`config.mk`:
```
export PLATFORM = sky130hd
export DESIGN_NAME = acc_wb_scoreboard
export DESIGN_NICKNAME = d
export VERILOG_FILES = /design/src/rtl/acc_pkg.sv /design/src/rtl/acc_wb_scoreboard.sv
export SDC_FILE = /design/constraint.sdc
export NUM_CORES = 1
export LEC_CHECK = 0
export BUFFER_PORTS_ARGS = -buffer_cell sky130_fd_sc_hd__buf_2
export CAP_MARGIN = 20
export CORE_MARGIN = 2
export CORE_UTILIZATION = 30
export DETAILED_ROUTE_END_ITERATION = 12
export SLEW_MARGIN = 20
export SYNTH_ARGS = -nofsm -noshare
export SYNTH_HDL_FRONTEND = slang
export SYNTH_SLANG_ARGS = --single-unit
export TNS_END_PERCENT = 1
```
`constraint.sdc`:
```
create_clock -name clk_i -period 2.4 [get_ports clk_i]
set_input_delay 0.48 -clock clk_i [delete_from_list [all_inputs] [get_ports clk_i]]
set_output_delay 0.48 -clock clk_i [all_outputs]
set_load 0.03 [all_outputs]
```
`src/rtl/acc_pkg.sv`:
```
// Shared constants and types for the accelerator offload path.
// Instruction field offsets and the writeback bundle.
package acc_pkg;

    localparam int RegAddrWidth = 5;
    localparam int AccDataWidth = 32;

    localparam int RdLsb  = 7;
    localparam int Rs1Lsb = 15;
    localparam int Rs2Lsb = 20;
    localparam int Rs3Lsb = 27;

    typedef struct packed {
        logic [RegAddrWidth-1:0] addr;
        logic [AccDataWidth-1:0] data;
    } acc_wb_t;

endpackage

```
`src/rtl/acc_wb_scoreboard.sv`:
```
// Writeback scoreboard for accelerator offloads; retires responses to the RF.
// Define ACC_WB_SCOREBOARD_RSP_REG_EN for a one-entry p->wb output register.
module acc_wb_scoreboard
    import acc_pkg::*;
#(
    parameter int DataWidth      = 32,
    parameter int MaxOutstanding = 4,
    parameter int CntWidth       = $clog2(MaxOutstanding + 1)
) (
    input  logic                    clk_i,
    input  logic                    rst_ni,
    input  logic                    q_valid_i,
    input  logic                    q_ready_i,
    input  logic                    accept_i,
    input  logic                    writeback_i,
    input  logic [31:0]             instr_i,
    output logic [2:0]              rs_valid_o,
    output logic                    issue_ok_o,
    input  logic                    p_valid_i,
    output logic                    p_ready_o,
    input  logic [4:0]              p_id_i,
    input  logic [DataWidth-1:0]    p_data_i,
    output logic                    wb_valid_o,
    input  logic                    wb_ready_i,
    output logic [4:0]              wb_addr_o,
    output logic [DataWidth-1:0]    wb_data_o,
    output logic [CntWidth-1:0]     outstanding_o,
    output logic                    err_o
);

    logic [RegAddrWidth-1:0] rd, rs1, rs2, rs3;
    logic [31:0]             busy_q, busy_d;
    logic [CntWidth-1:0]     cnt_q, cnt_d;
    logic                    err_q, err_d;
    logic                    issue_fire, retire_fire;
    logic                    inc, dec;
    logic                    unused_instr;

    assign rd  = instr_i[RdLsb  +: RegAddrWidth];
    assign rs1 = instr_i[Rs1Lsb +: RegAddrWidth];
    assign rs2 = instr_i[Rs2Lsb +: RegAddrWidth];
    assign rs3 = instr_i[Rs3Lsb +: RegAddrWidth];

    assign unused_instr = ^{instr_i[6:0], instr_i[14:12], instr_i[26:25]};

    // Response path: registered spill stage or straight pass-through.
`ifdef ACC_WB_SCOREBOARD_RSP_REG_EN
    logic                    wb_valid_q, wb_valid_d;
    logic [4:0]              wb_addr_q, wb_addr_d;
    logic [DataWidth-1:0]    wb_data_q, wb_data_d;

    assign p_ready_o = ~wb_valid_q | wb_ready_i;

    always_comb begin
        wb_valid_d = wb_valid_q;
        wb_addr_d  = wb_addr_q;
        wb_data_d  = wb_data_q;
        if (p_valid_i && p_ready_o) begin
            wb_valid_d = 1'b1;
            wb_addr_d  = p_id_i;
            wb_data_d  = p_data_i;
        end else if (wb_ready_i) begin
            wb_valid_d = 1'b0;
        end
    end

    always_ff @(posedge clk_i or negedge rst_ni) begin
        if (!rst_ni) begin
            wb_valid_q <= 1'b0;
            wb_addr_q  <= '0;
            wb_data_q  <= '0;
        end else begin
            wb_valid_q <= wb_valid_d;
            wb_addr_q  <= wb_addr_d;
            wb_data_q  <= wb_data_d;
        end
    end

    assign wb_valid_o = wb_valid_q;
    assign wb_addr_o  = wb_addr_q;
    assign wb_data_o  = wb_data_q;
`else
    assign wb_valid_o = p_valid_i;
    assign wb_addr_o  = p_id_i;
    assign wb_data_o  = p_data_i;
    assign p_ready_o  = wb_ready_i;
`endif

    assign issue_fire  = q_valid_i & q_ready_i & accept_i
                       & writeback_i & (rd != '0);
    assign retire_fire = wb_valid_o & wb_ready_i;

    assign inc = issue_fire;
    assign dec = retire_fire & busy_q[wb_addr_o];

    always_comb begin
        busy_d = busy_q;
        cnt_d  = cnt_q;
        err_d  = err_q;
        if (retire_fire) begin
            if (busy_q[wb_addr_o]) busy_d[wb_addr_o] = 1'b0;
            else                   err_d             = 1'b1;
        end
        if (issue_fire) busy_d[rd] = 1'b1;
        busy_d[0] = 1'b0;
        unique case ({inc, dec})
            2'b10:   cnt_d = cnt_q + CntWidth'(1);
            2'b01:   cnt_d = cnt_q - CntWidth'(1);
            default: cnt_d = cnt_q;
        endcase
    end

    always_ff @(posedge clk_i or negedge rst_ni) begin
        if (!rst_ni) begin
            busy_q <= '0;
            cnt_q  <= '0;
            err_q  <= 1'b0;
        end else begin
            busy_q <= busy_d;
            cnt_q  <= cnt_d;
            err_q  <= err_d;
        end
    end

    assign rs_valid_o[0] = (rs1 == '0) | ~busy_q[rs1];
    assign rs_valid_o[1] = (rs2 == '0) | ~busy_q[rs2];
    assign rs_valid_o[2] = (rs3 == '0) | ~busy_q[rs3];

    assign issue_ok_o    = ~busy_q[rd] & (cnt_q < CntWidth'(MaxOutstanding));
    assign outstanding_o = cnt_q;
    assign err_o         = err_q;

endmodule
```
==> impl_summary.txt <==
----------------------------------------------------
[Clock network]
  Number of clock buffers inserted by TritonCTS ... 5
  H-tree levels ... 2
  Buffers from clock root to sink, at most ... 2
  Post-CTS Setup Repair Bufs ... 0
  Sink count of the clock tree ... 35
  Clk_lat worst skew ... 0.28 ns
  TritonCTS clock tree ... done
  CTS root buffer ... clkbuf_16
  Clock-pin transition on the worst setup and hold timing paths ... 0.05 ns

[Cells and area]
  Share of cells above drive strength 1 ... 51.26%
  Area taken by flip-flops and latches ... 879.6 sq um
  Total area of multi-input combinational cells ... 2236 sq um
  Antenna cells ... 0
  Final layout net count ... approximately 470
  Fillers ... 1,137
  Non-filler instance count after layout ... 539
  Layout Area Growth over Synthesis ... 21.43%

[Timing]
  Min setup slack post-route ... -0.2855 ns
  Final setup fails ... 6
  Slew at the pin closest to its max-slew limit ... 0.8325 ns
  Setup repair after global routing missed its margin ... yes
  Headroom to the max-slew limit ... 44.50%
  Final Critical Period ... 2.686 ns
  Peak clock frequency supported by timing ... 0.3724 GHz
  Endpoints failing hold ... 0
  Max Transition Viols Final ... 0
  Final Cycle Share ... 111.9%
  Worst Skew ... 0.006716 ns
  Min Hold Slack ... around 0.30 ns
  Setup TNS ... -1.075 ns

[Logic synthesis]
  Area of the mapped netlist ... 3480 sq um
  Post-synthesis register bit count ... 35
  Register area share after synthesis ... 25.17%
  Top post-synthesis cells by area ... dfrtp_1, mux4_2, buf_4
  Cells after synthesis ... 343
  Nets in the synthesized netlist ... between 400 and 500
  Number of different library cells in the post-synthesis netlist ... 40
  Average cell area after synthesis ... 10.14 sq um
  Cell type with the highest aggregate area in the netlist ... dfrtp_1
  Area share of the largest cell type after synthesis ... 25.17%
  Yosys warning count ... 0

[Detailed routing]
  First DRT Iteration DRCs ... 310
  Detailed-route wire length per cell ... 19.94 um
  Antenna-violating nets left ... 0
  First-pass iteration count of the detailed router ... 5
  Via count ... 3,077
  Final routed DRC violation total ... 0
  Drt total wl ... approximately 11,000 um
  Vias per Instance ... 5.709

[Setup path]
  Arr. time, crit path ... 2.21 ns
  Critical path launch point type ... flop
  Top fanout value on the critical path ... 2
  Type of element capturing the critical path ... primary output
  WP data required ... 1.92 ns
  Number of cells traversed by the worst register-to-register path ... 11
  Crit Reg-Reg Endpoint ... outstanding_o[2]$_DFFE_PN0P_
  Setup slack on the worst flop-to-flop path ... -0.10 ns
  Worst Setup Path Type ... flop to primary output
  Startpoint of the most critical register-to-register path ... busy_q[19]$_DFF_PN0_

[Floorplan]
  Number of top-level pins ... around 120
  # rows ... 39
  Die boundary width ... 111.7 um
  CORE AREA ... 11,370 sq um
  Initial Utilization ... 30.60%
  Die area ... 12,480 sq um
  DIE HEIGHT ... 111.7 um

[Run]
  Max-capacitance violation count ... 0

[Placement]
  Routability cong. ... 0.8868
  Quantity of I/O buffers inserted on ports ... 47
  Detailed placer's ending HPWL ... around 8400 um
  Cell count after placement ... 531

[GRT]
  Largest net degree at the start of global routing ... 36
  Global Route Usage Sum ... 17.48%
  Number of global-route vias before repair ... between 2k and 3k
  Grt total ovfl ... 0
  Wire length of the first global-routing pass ... between 15,000 and 20,000 um
  Antenna violations before repair ... 0

[Power]
  Total power divided by cell area ... 509.8 nW/um^2
  Static power due to leakage ... 0.001650 uW
  Worst vdd ir ... ~0.25 mV
  Overall power after layout ... 2154 uW

[Run status]
  Outcome ... finished with violations
  Violations in the final reports ... setup timing

[Worst hold path]
  Worst hold-check path type ... primary input to async pin

----------------------------------------------------
==> timing repair <==
| item | CTS | global route |
|---|---|---|
| hold buffers | 0 | 0 |
| resized for setup | 17 | 6 |
| setup endpoints to repair | 6 | 6 |
| pin swaps | 1 | 0 |
| cloned | 0 | 0 |
==> report_power, final <==
part           total, uW  internal [uW]  switching (uW)
Combinational        793            372             420
Clock                621            383             237
Sequential           740            660            80.8
==> worst max-delay path: stages, from the launching register on <==
cell      delay, ns
dfrtp_1        0.41
mux4_2         0.48
mux4_2         0.47
nor2b_1        0.17
a211oi_4       0.24
buf_6          0.16
==> per-stage QoR <==
step / worst slack, ns / area, sq um / utilization, %
final: -0.2855 / 4225 / 37.16
after global routing: -0.3126 / 4225 / 37.16
after CTS: -0.2970 / 4208 / 37.01
after detailed placement: -0.4572 / 4019 / 35.35
after global placement: -0.4439 / 4019 / 35.35
after floorplan: -0.2638 / 3576 / -
==> area by class of cell <==
type	instances	share of cell area, %
clock buffers	7	3.139
clock inverters	1	0.1184
inverters	6	0.5330
multi-input cells	239	52.92
flip-flops and latches	35	20.82
well taps	143	4.235
repair buffers	108	18.24
==> placed cells by master (no fill, tap or decap), types with 3 or more instances in the layout <==
cell / Yosys / routed
buf_4: 39 / 55
buf_2: 4 / 41
mux4_2: 37 / 37
nor2_1: 34 / 34
dfrtp_1: 35 / 32
a21oi_2: 27 / 28
nor3_1: 22 / 21
nand2_1: 15 / 15
a211oi_1: 16 / 14
a21oi_1: 14 / 13
mux2i_1: 14 / 11
buf_6: 4 / 10
nor3b_1: 7 / 7
o21ai_0: 8 / 6
nand3b_1: 6 / 6
inv_1: 6 / 5
nor2b_1: 5 / 5
clkbuf_16: 0 / 5
o21ai_1: 1 / 3
or3_1: 3 / 3
mux2i_2: 0 / 3
a2bb2oi_2: 3 / 3
mux2_2: 3 / 3
dfrtp_2: 0 / 3
==> Yosys cell counts, drive strengths merged <==
master and count:
o221ai 2, nor4b 1, a211o 1, inv 6
mux4 37, and4 1, nand4 2, nor4 1
and2 1, nor2b 5, dfrtp 35, ha 1
nor3b 7, o21bai 1, o21ai 9, a211oi 16
nor2 34, or3 3, a2bb2oi 4, xor2 2
nor3 22, nand3 2, nand3b 6, o22ai 2
fa 1, or3b 2, xnor2 1, nand2b 2
mux2i 14, nand2 15, mux2 3, clkbuf 10
buf 53, a21oi 41
==> how the worst max path moves through the flow <==
stage	to	slack (ns)	from	depth (start not counted)
after floorplan	outstanding_o[2]$_DFFE_PN0P_	-0.26	p_id_i[0]	12
after global placement	issue_ok_o	-0.44	instr_i[7]	6
after detailed placement	issue_ok_o	-0.46	instr_i[7]	6
after CTS	issue_ok_o	-0.30	busy_q[5]$_DFF_PN0_	5
after global routing	issue_ok_o	-0.31	busy_q[4]$_DFF_PN0_	5
final	issue_ok_o	-0.29	busy_q[14]$_DFF_PN0_	5
==> cell families after synthesis <==
| logic type | after synthesis | share of synthesized area (%) |
|---|---|---|
| DFF | 35 | 25.17 |
| xor gates and xnor gates | 3 | 0.7553 |
| and+or+nand+nor | 104 | 15.07 |
| adders and majority gates | 2 | 0.9349 |
| AOI/OAI and AO/OA | 76 | 16.47 |
| muxes | 54 | 28.95 |
| buffers and inverters | 69 | 12.66 |
==> state kept, by name, summed over array words and instances, names as in the netlist <==
signal / flops
busy_q: 31
outstanding_o: 3
err_o: 1
==> metal layers <==
layer / global-route usage (%) / vias to the layer above / share of wire (%)
li1: - / 1367 / -
met1: 23.92 / 1525 / 42
met2: 27.92 / 166 / 47
met3: 3.593 / 19 / 8.1
met4: 5.597 / 0 / 2.4
met5: 0 / - / 0
No activity file was read; power rests on OpenSTA's default activity.
